==> config.mk <==
export PLATFORM = sky130hd
export DESIGN_NAME = uart_rx_16x_flat
export DESIGN_NICKNAME = d
export VERILOG_FILES = /design/src/rtl/uart_rx_16x_if.sv /design/src/rtl/uart_rx_16x.sv /design/src/flat_wrapper.sv
export SDC_FILE = /design/constraint.sdc
export NUM_CORES = 1
export LEC_CHECK = 0
export CORE_AREA = 2 2 60 62
export CTS_BUF_LIST = sky130_fd_sc_hd__clkbuf_16
export CTS_CLUSTER_DIAMETER = 60
export DETAILED_ROUTE_END_ITERATION = 6
export DIE_AREA = 0 0 62 64
export SLEW_MARGIN = 15
export SYNTH_ARGS = -nofsm -noshare
export SYNTH_HDL_FRONTEND = slang
export SYNTH_SLANG_ARGS = --single-unit
==> constraint.sdc <==
create_clock -name clk -period 2.1 [get_ports clk]
set_input_delay 0.42 -clock clk [delete_from_list [all_inputs] [get_ports clk]]
set_output_delay 0.42 -clock clk [all_outputs]
set_load 0.01 [all_outputs]
==> src/rtl/uart_rx_16x_if.sv <==
// Receiver-to-bridge handshake: held byte, ready level, consume strobe and error pulses.
interface uart_rx_16x_if;
  logic [7:0] data;
  logic       ready;
  logic       read;
  logic       frame_err;
  logic       overrun;

  modport master (output data, ready, frame_err, overrun, input read);
  modport slave  (input data, ready, frame_err, overrun, output read);
endinterface

==> src/rtl/uart_rx_16x.sv <==
// 8N1 UART receiver, 16x oversampled on baudclk16 ticks, 3-sample majority vote per bit.
module uart_rx_16x #(
  parameter int SYNC_STAGES = 2
) (
  input  logic             clk,
  input  logic             reset,
  input  logic             baudclk16,
  input  logic             rx,
  uart_rx_16x_if.master    bus
);

  typedef enum logic [2:0] {IDLE, START, DATA, STOP, BRK} state_t;

  state_t                 state, state_nx;
  logic [SYNC_STAGES-1:0] sync_q;
  logic                   rx_s;
  logic [3:0]             cnt;
  logic [2:0]             bit_idx;
  logic                   s7, s8, maj;
  logic [7:0]             shreg;
  logic [7:0]             data_q;
  logic                   ready_q, fe_q, ovr_q;
  logic                   load, fe_hit, shift_en;

  assign rx_s = sync_q[SYNC_STAGES-1];
  // samples 7 and 8 are held; the third is the live value on the cnt=9 tick
  assign maj  = (s7 & s8) | (s7 & rx_s) | (s8 & rx_s);

  always_ff @(posedge clk) begin
    if (reset) begin
      sync_q <= '1;
      state  <= IDLE;
    end else begin
      sync_q <= {sync_q[SYNC_STAGES-2:0], rx};
      state  <= state_nx;
    end
  end

  always_comb begin
    state_nx = state;
    if (baudclk16) begin
      case (state)
        IDLE:  if (!rx_s) state_nx = START;
        START: if (cnt == 4'd9 && maj) state_nx = IDLE;
               else if (cnt == 4'd15) state_nx = DATA;
        DATA:  if (cnt == 4'd15 && bit_idx == 3'd7) state_nx = STOP;
        STOP:  if (cnt == 4'd9) state_nx = maj ? IDLE : BRK;
        BRK:   if (rx_s) state_nx = IDLE;
        default: state_nx = IDLE;
      endcase
    end
  end

  always_comb begin
    load     = 1'b0;
    fe_hit   = 1'b0;
    shift_en = 1'b0;
    if (baudclk16 && cnt == 4'd9) begin
      load     = (state == STOP) &&  maj;
      fe_hit   = (state == STOP) && !maj;
      shift_en = (state == DATA);
    end
  end

  always_ff @(posedge clk) begin
    if (reset) begin
      cnt     <= '0;
      bit_idx <= '0;
      s7      <= 1'b1;
      s8      <= 1'b1;
      shreg   <= '0;
    end else if (baudclk16) begin
      // cnt is parked at 0 while waiting, so START always begins counting from 0
      cnt <= (state == IDLE || state == BRK) ? 4'd0 : cnt + 4'd1;
      if (state == START) bit_idx <= '0;
      else if (state == DATA && cnt == 4'd15) bit_idx <= bit_idx + 3'd1;
      if (cnt == 4'd7) s7 <= rx_s;
      if (cnt == 4'd8) s8 <= rx_s;
      if (shift_en) shreg <= {maj, shreg[7:1]};
    end
  end

  always_ff @(posedge clk) begin
    if (reset) begin
      data_q  <= '0;
      ready_q <= 1'b0;
      fe_q    <= 1'b0;
      ovr_q   <= 1'b0;
    end else begin
      fe_q  <= fe_hit;
      ovr_q <= load && ready_q && !bus.read;
      if (load) begin
        data_q  <= shreg;
        ready_q <= 1'b1;
      end else if (bus.read) begin
        ready_q <= 1'b0;
      end
    end
  end

  assign bus.data      = data_q;
  assign bus.ready     = ready_q;
  assign bus.frame_err = fe_q;
  assign bus.overrun   = ovr_q;

endmodule
==> src/flat_wrapper.sv <==
// flat-port wrapper written by rule: the top's interface ports become plain ports
module uart_rx_16x_flat 
#(
  parameter int SYNC_STAGES = 2
)
  (clk, reset, baudclk16, rx, bus_data, bus_ready, bus_frame_err, bus_overrun, bus_read);
  uart_rx_16x_if bus_i ();
  input  logic clk;
  input  logic reset;
  input  logic baudclk16;
  input  logic rx;
  output wire logic [$bits(bus_i.data)-1:0] bus_data;
  output wire logic [$bits(bus_i.ready)-1:0] bus_ready;
  output wire logic [$bits(bus_i.frame_err)-1:0] bus_frame_err;
  output wire logic [$bits(bus_i.overrun)-1:0] bus_overrun;
  input wire logic [$bits(bus_i.read)-1:0] bus_read;
  assign bus_data = bus_i.data;
  assign bus_ready = bus_i.ready;
  assign bus_frame_err = bus_i.frame_err;
  assign bus_overrun = bus_i.overrun;
  assign bus_i.read = bus_read;
  uart_rx_16x #(.SYNC_STAGES(SYNC_STAGES)) u_core (.clk(clk), .reset(reset), .baudclk16(baudclk16), .rx(rx), .bus(bus_i));
endmodule
Yosys cells after proc, flatten, opt, wreduce, memory -nomap -nowiden --
Index checks and enable logic that the tools add are counted.
Cells by class: bitwise gates (word level) 6, reduce and logical (&&, ||, !) cells 20, add/subtract/negate cells 2, eq/ne operators 14, multiplexer cells 15
Operators by type and width (count):
- $mux W3 | 9
- $pmux W3 S5 | 1
- $eq A4 B4 Y1 const B | 3
- $logic_and A1 B1 Y1 | 8
- $reduce_and A2 Y1 | 4
- $eq A3 B2 Y1 const B | 2
- $eq A3 B3 Y1 const B | 2
- $ne A2 B1 Y1 const B | 3
- $reduce_and A6 Y1 | 1
- $add A4 B1 Y4 const B | 1
- $eq A4 B3 Y1 const B | 1
- $mux W1 | 4
- $mux W4 | 1
- $reduce_bool A2 Y1 | 2
- $add A3 B1 Y3 const B | 1
- $and A1 B1 Y1 | 3
- $eq A3 B1 Y1 const B | 1
- $logic_not A3 Y1 | 1
- $ne A3 B1 Y1 const B | 1
- $logic_not A1 Y1 | 2
- $ne A2 B2 Y1 const B | 1
- $or A1 B1 Y1 | 2
- $reduce_or A2 Y1 | 1
- $logic_or A1 B1 Y1 | 1
- $not A1 Y1 | 1
Storage, ports and cells: word-level logic and storage cells 68, bits of input ports 5, flip-flop bits (word level) 33

Depth between registers and ports, before layout --
Gate-level depths: netlist (run 1).
depth in word-level cells 7, gate-level depth with buffers 7, gate-level depth less buffers 6

Worst setup path before layout (run 1) --
Ideal clock, no wire load.
path type register -> register, start point register u_core.cnt[1], end point register u_core.state[0], setup slack 0.499 ns, data arrival time 1.478 ns, path buffers 0, stages on the path, launching flop included 7, required time 1.977 ns, path through dfxtp_1 -> inv_1 -> ha_1 -> and3b_1 -> o221a_2 -> nand3_2 -> mux2_1
On the way: word-level cells in the longest chain between the ends 4, elaborated cells between the ends (all ways) 10
RTL lines:
- from (decl) | line uart_rx_16x.sv:17 | logic [3:0] cnt;
- from (signal assigned) | line uart_rx_16x.sv:74 | cnt <= (state == IDLE || state == BRK) ? 4'd0 : cnt + 4'd1;
- $eq A4 B4 Y1 (on tied branches)
- $logic_and A1 B1 Y1 (on tied branches) | line uart_rx_16x.sv:44, uart_rx_16x.sv:46
- $ne A3 B1 Y1 (no source line), or another cell as far along
- $reduce_and A6 Y1 (no source line) or $pmux W3 S5 (tied branches)
- to (signal assigned) | line uart_rx_16x.sv:35 | state <= state_nx;
- to (decl) | line uart_rx_16x.sv:14 | state_t state, state_nx;
Several ways; a longest one is shown, not always the timed one. A chain may end at the register's enable or synchronous reset.

Final worst setup path (run 1) --
Ends and elaborated chain as after synthesis.

==> run_results.csv, run 1 <==
group,metric,value,unit
worst_setup_path,cp_slowest_stage_delay,390,ps
clock_network,clkTransAtPathRegs,50,ps
clock_network,cts_setup_buffers,0,
timing,final-hold-violation-count,0,
pwr,power_density,880.7,nW/um^2
worst_setup_path,crit_buf_inv,1,
synthesis,async_flop_share,0,
detailed_routing,dr_wl_met3,143,um
cells_and_area,ff_latch_area,660.6,um^2
detailed_routing,drc,0,
die,start_util,0.4408,
timing,setup_viol,0,
timing,finalCriticalPeriod,1741,ps
pwr,leakage,0.7712,nW
cells_and_area,drive_above_1_share,0.1317,
detailed_routing,drtIter0Drc,47,
clock_network,root_buffer,"clkbuf_16",
outcome,status,"completed",
placement,port_buffers,15,
clock_network,cts.sinks,33,
cells_and_area,layout_common_cells,"33 x dfxtp_1, 18 x nor2_1, 16 x mux2i_1",
worst_setup_path,criticalPathCategory,"flop to flop",
detailed_routing,first_pass_iters,4,
synthesis,syn_avg_cell_area,9.915,um^2
timing,rsz0062_at_grt,"no",
clock_network,cts_resized,0,
synthesis,synth_edf_count,0,
clock_network,clkLatencyLatePin,280,ps
synthesis,synth_top_flop_cell,"dfxtp_1",
detailed_routing,wl_met2,1.341,mm
die,die-area,3968,um^2
timing,fin_tns_setup,0,ps
cells_and_area,multi_input_area,733.2,um^2
worst_setup_path,cp-start-kind,"flop",
worst_setup_path,cp-end-kind,"flop",
global_routing,grt_pass1_vias,1103,
synthesis,ys_seq_area_frac,0.4564,
synthesis,ys_ff_latch,33,
pwr,irDropWorstVdd,482.7,uV
clock_network,cts_tree,"built",
die,num_io_pins,16,
clock_network,cts_max_level,2,
cells_and_area,layout_commonest_cell,"dfxtp_1",
detailed_routing,via_count,1111,
min_path,hold_path.class,"flop to flop",
timing,slew-limit-headroom,0.7223,
clock_network,cts-buffers-inserted,5,
timing,post-route-period-util,0.8289,
worst_setup_path,worstPathCellList,"inv_1, ha_1, and3b_1, o221a_2, nand3_2, mux2_1",
clock_network,hold_buffers,0,
detailed_routing,antenna_left,0,
worst_setup_path,crit_path_max_fanout,4,
synthesis,synth_cells,146,
cells_and_area,nFillCells,300,
worst_setup_path,critPathTopFamily,"flip-flops",
detailed_routing,wl,2.785,mm
die,rows,21,
timing,max_clock_freq,574.5,MHz
global_routing,antenna_found_initial,0,
global_routing,grt_max_degree,21,
cells_and_area,fin_nets,176,
synthesis,syn_area,1448,um^2
clock_network,clockBufferDepth,2,
detailed_routing,post_drt_wl_per_cell,13.08,um
die,die_w,62,um
worst_setup_path,cp_slowest_cell,"dfxtp_1",
timing,timing.hold.ws,420.1,ps
cells_and_area,syn_to_final_growth,27.23,%
die,core_area,3284,um^2
worst_setup_path,arrival,1910,ps
synthesis,yosys_warnings,0,
placement,place_congestion,0.7484,
cells_and_area,antenna_cells,0,
detailed_routing,wl_met1,1.243,mm
synthesis,syn-num-nets,156,
detailed_routing,viasPerCell,5.216,
global_routing,grt_util_all_layers,0.1627,
flow_run,maxCapViolations,0,
synthesis,yosysUniqueCellTypes,44,
die,die_h,64,um
global_routing,grt_pass1_wl,4.788,mm
pwr,finalPower,0.001622,W
worst_setup_path,required,2260,ps
global_routing,grt_overflow,0,
placement,dpl.hpwl,1.977,mm
timing,finalMaxSlewViolations,0,
timing,worstMarginPinSlew,415.2,ps
detailed_routing,top_layer,"met4",
timing,skew,5.200,ps
-- per-stage QoR --
stage	setup slack, ps	instances	util	instance area [um^2]
after floorplan	499.1	146	-	1448
after global placement	163.0	205	0.5086	1670
after detailed placement	121.1	205	0.5086	1670
after CTS	368.4	213	0.5608	1842
after global routing	295.1	213	0.5608	1842
final	359.3	213	0.5608	1842
-- report_power, final --
part / internal [W] / switching [W]
Combinational: 0.0000617 / 0.0000698
Clock: 0.000560 / 0.000269
Sequential: 0.000640 / 0.0000203
-- Yosys cell counts, types with 2 or more instances --
master    count  area share
a21oi_1       8       0.028
clkbuf_1      5       0.013
dfxtp_1      33        0.46
ha_1          5       0.043
inv_1         5       0.013
mux2_1        2       0.016
mux2i_1      16        0.11
nand2_1       6       0.016
nand3_1       3       0.010
nand4_1       3       0.013
nor2_1       18       0.047
nor2b_1       3       0.013
nor3_1        2      0.0069
o211ai_1      2       0.010
o21ai_0       4       0.014
or2_2         2      0.0086
or3b_1        2       0.012
-- metal layers --
layer | track usage | vias to the layer above
li1 | - | 553
met1 | 0.1889 | 533
met2 | 0.2539 | 21
met3 | 0.06478 | 4
met4 | 0.07713 | 0
met5 | 0 | -
-- cell type report --
class / count / share of cell area
clock buffers: 5 / 0.06793
clock inverters: 3 / 0.02514
inverters: 5 / 0.01019
multi-input cells: 101 / 0.3981
flip-flops and latches: 33 / 0.3587
well taps: 46 / 0.03125
repair buffers: 20 / 0.1087
-- flip-flops by register name (all words and copies together), names as in the netlist, 2 cells and up --
name,cells
u_core.sync_q,2
u_core.cnt,4
u_core.shreg,8
u_core.bus.data,8
u_core.bit_idx,3
u_core.state,3
-- cells by family after synthesis --
logic type	after synthesis	synth area share
muxes	18	0.1262
buffers and inverters	12	0.03716
and+or+nand+nor	55	0.2299
adders and majority gates	6	0.05013
DFF	33	0.4564
xor gates and xnor gates	2	0.01210
AOI/OAI and AO/OA	20	0.08816
-- path summary, 6_finish.rpt --
| check | startpoint | end | slack, ps | cells after the start |
|---|---|---|---|---|
| worst min-delay path | u_core.sync_q[0] | u_core.sync_q[1] | 420 | 1 |
| worst max register to register | u_core.cnt[1] | u_core.state[0] | 360 | 6 |
| worst min register to register | u_core.sync_q[0] | u_core.sync_q[1] | 420 | 1 |
| worst max-delay path | u_core.cnt[1] | u_core.state[0] | 360 | 6 |
No activity file was read; power rests on OpenSTA's default activity.
==> run 2: changes to the inputs <==
==> constraint.sdc (replaced) <==
create_clock -name clk -period 1.7 [get_ports clk]
set_input_delay 0.34 -clock clk [delete_from_list [all_inputs] [get_ports clk]]
set_output_delay 0.34 -clock clk [all_outputs]
set_load 0.01 [all_outputs]
==> run 2 against run 1 <==
Against the previous run: flip-flop and latch count stayed put; critical path depth stayed put; non-clock buffer count is 7 higher; register-to-register slack worse by 280 ps; utilization is 1.8 points higher; critical endpoint unchanged; highest routed layer unchanged; power is 12% higher; final area is 3.1% higher; via count is 0.72% lower; final cell count is 2.8% higher; combinational power is 45% higher; global-route usage is 0.87 points higher.
==> run_results.csv, run 2 (same netlist as run 1, synthesis figures left out) <==
group,metric,value,unit
placement,dpl.hpwl,2.015,mm
placement,place_congestion,0.7688,
pwr,irDropWorstVdd,857.8,uV
worst_setup_path,criticalPathCategory,"flop to flop",
cells_and_area,stdcell_area,1899,um^2
global_routing,grt_overflow,0,
timing,worst_slack,74.84,ps
detailed_routing,first_pass_iters,4,
die,die_w,62,um
min_path,hold_path.class,"flop to flop",
die,die-area,3968,um^2
clock_network,cts_tree,"built",
die,rows,21,
clock_network,cts.sinks,33,
detailed_routing,via_count,1103,
global_routing,grt_pass1_vias,1133,
cells_and_area,post-route-util,0.5783,
worst_setup_path,arrival,1780,ps
placement,pre_cts_ws,-157.4,ps
die,die_h,64,um
global_routing,grt_pass1_wl,4.857,mm
detailed_routing,drtIter0Drc,27,
cells_and_area,antenna_cells,0,
flow_run,maxCapViolations,0,
global_routing,antenna_found_initial,0,
timing,post-route-period-util,0.9560,
cells_and_area,layout_common_cells,"28 x dfxtp_1, 18 x nor2_1, 16 x mux2i_1",
timing,finalMaxSlewViolations,0,
global_routing,grt_util_all_layers,0.1714,
worst_setup_path,crit_path_max_fanout,3,
placement,place_area,1715,um^2
detailed_routing,post_drt_wl_per_cell,13.41,um
die,core_area,3284,um^2
timing,finalCriticalPeriod,1625,ps
cells_and_area,drive_above_1_share,0.2023,
worst_setup_path,cp-start-kind,"flop",
clock_network,clkTransAtPathRegs,50,ps
outcome,status,"completed",
clock_network,cts_max_level,2,
detailed_routing,wl,2.937,mm
detailed_routing,drc,0,
cells_and_area,layout_commonest_cell,"dfxtp_1",
detailed_routing,antenna_left,0,
clock_network,hold_buffers,0,
pwr,power_density,957.9,nW/um^2
timing,worstMarginPinSlew,256.9,ps
die,start_util,0.4408,
clock_network,clockBufferDepth,2,
placement,place_inst,211,
pwr,leakage,0.8004,nW
cells_and_area,fin_nets,183,
cells_and_area,fin_cells,219,
timing,setup_viol,0,
clock_network,root_buffer,"clkbuf_16",
timing,max_clock_freq,615.3,MHz
timing,final-hold-violation-count,0,
clock_network,clkLatencyLatePin,270,ps
cells_and_area,syn_to_final_growth,31.20,%
placement,port_buffers,15,
worst_setup_path,required,1850,ps
worst_setup_path,cp-end-kind,"flop",
die,num_io_pins,16,
timing,rsz0062_at_grt,"no",
clock_network,cts-buffers-inserted,5,
global_routing,grt_max_degree,27,
detailed_routing,viasPerCell,5.037,
timing,skew,4.947,ps
timing,slew-limit-headroom,0.8283,
run 2: metrics by stage:
stage	hold WS (ps)	power, W	TNS [ps]
after floorplan	389.5	0.0009475	0
after global placement	392.8	0.001003	-1450
after detailed placement	399.2	0.001012	-1597
after CTS	410.9	0.001834	0
after global routing	438.9	0.001906	0
final	408.2	0.001819	0
run 2: repair_timing:
item	4_1_cts	5_1_grt
setup buffers	0	1
resized for setup	1	13
hold endpoints to repair	0	0
gates cloned	0	0
endpoints found under the setup margin	2	11
run 2: final cells by class:
type	count	area (um^2)
inverters	5	18.77
repair buffers	27	260.3
clock inverters	2	7.507
multi-input cells	101	763.2
clock buffers	5	125.1
flip-flops and latches	33	666.9
well taps	46	57.56
fillers	302	1385
run 2: path summary, 6_finish.rpt:
kind / startpoint / to / cells after the start / slack, ps
max: u_core.cnt[1] / u_core.state[0] / 6 / 70
min: u_core.sync_q[0] / u_core.sync_q[1] / 1 / 410
max reg2reg: u_core.cnt[1] / u_core.state[0] / 6 / 70
min reg2reg: u_core.sync_q[0] / u_core.sync_q[1] / 1 / 410
run 2: report_power, final:
group          total, W  leakage [nW]  switching, W  internal [W]
logic          0.000190         0.463     0.0000957     0.0000947
registers      0.000820         0.269     0.0000246      0.000795
clock network  0.000809        0.0685      0.000288      0.000521
run 2: critical path, cell delays in order, from the launching register on:
cell and delay (ps):
dfxtp_2 340, inv_1 70, ha_4 170, and3b_2 230
o221a_4 300, nand3_2 90, mux2_1 310
run 2: layer usage:
layer	vias up	GRT usage	wire length [um]
li1	566	-	-
met1	517	0.1949	1276
met2	15	0.2721	1484
met3	5	0.05668	107
met4	0	0.09574	70
met5	-	0	0
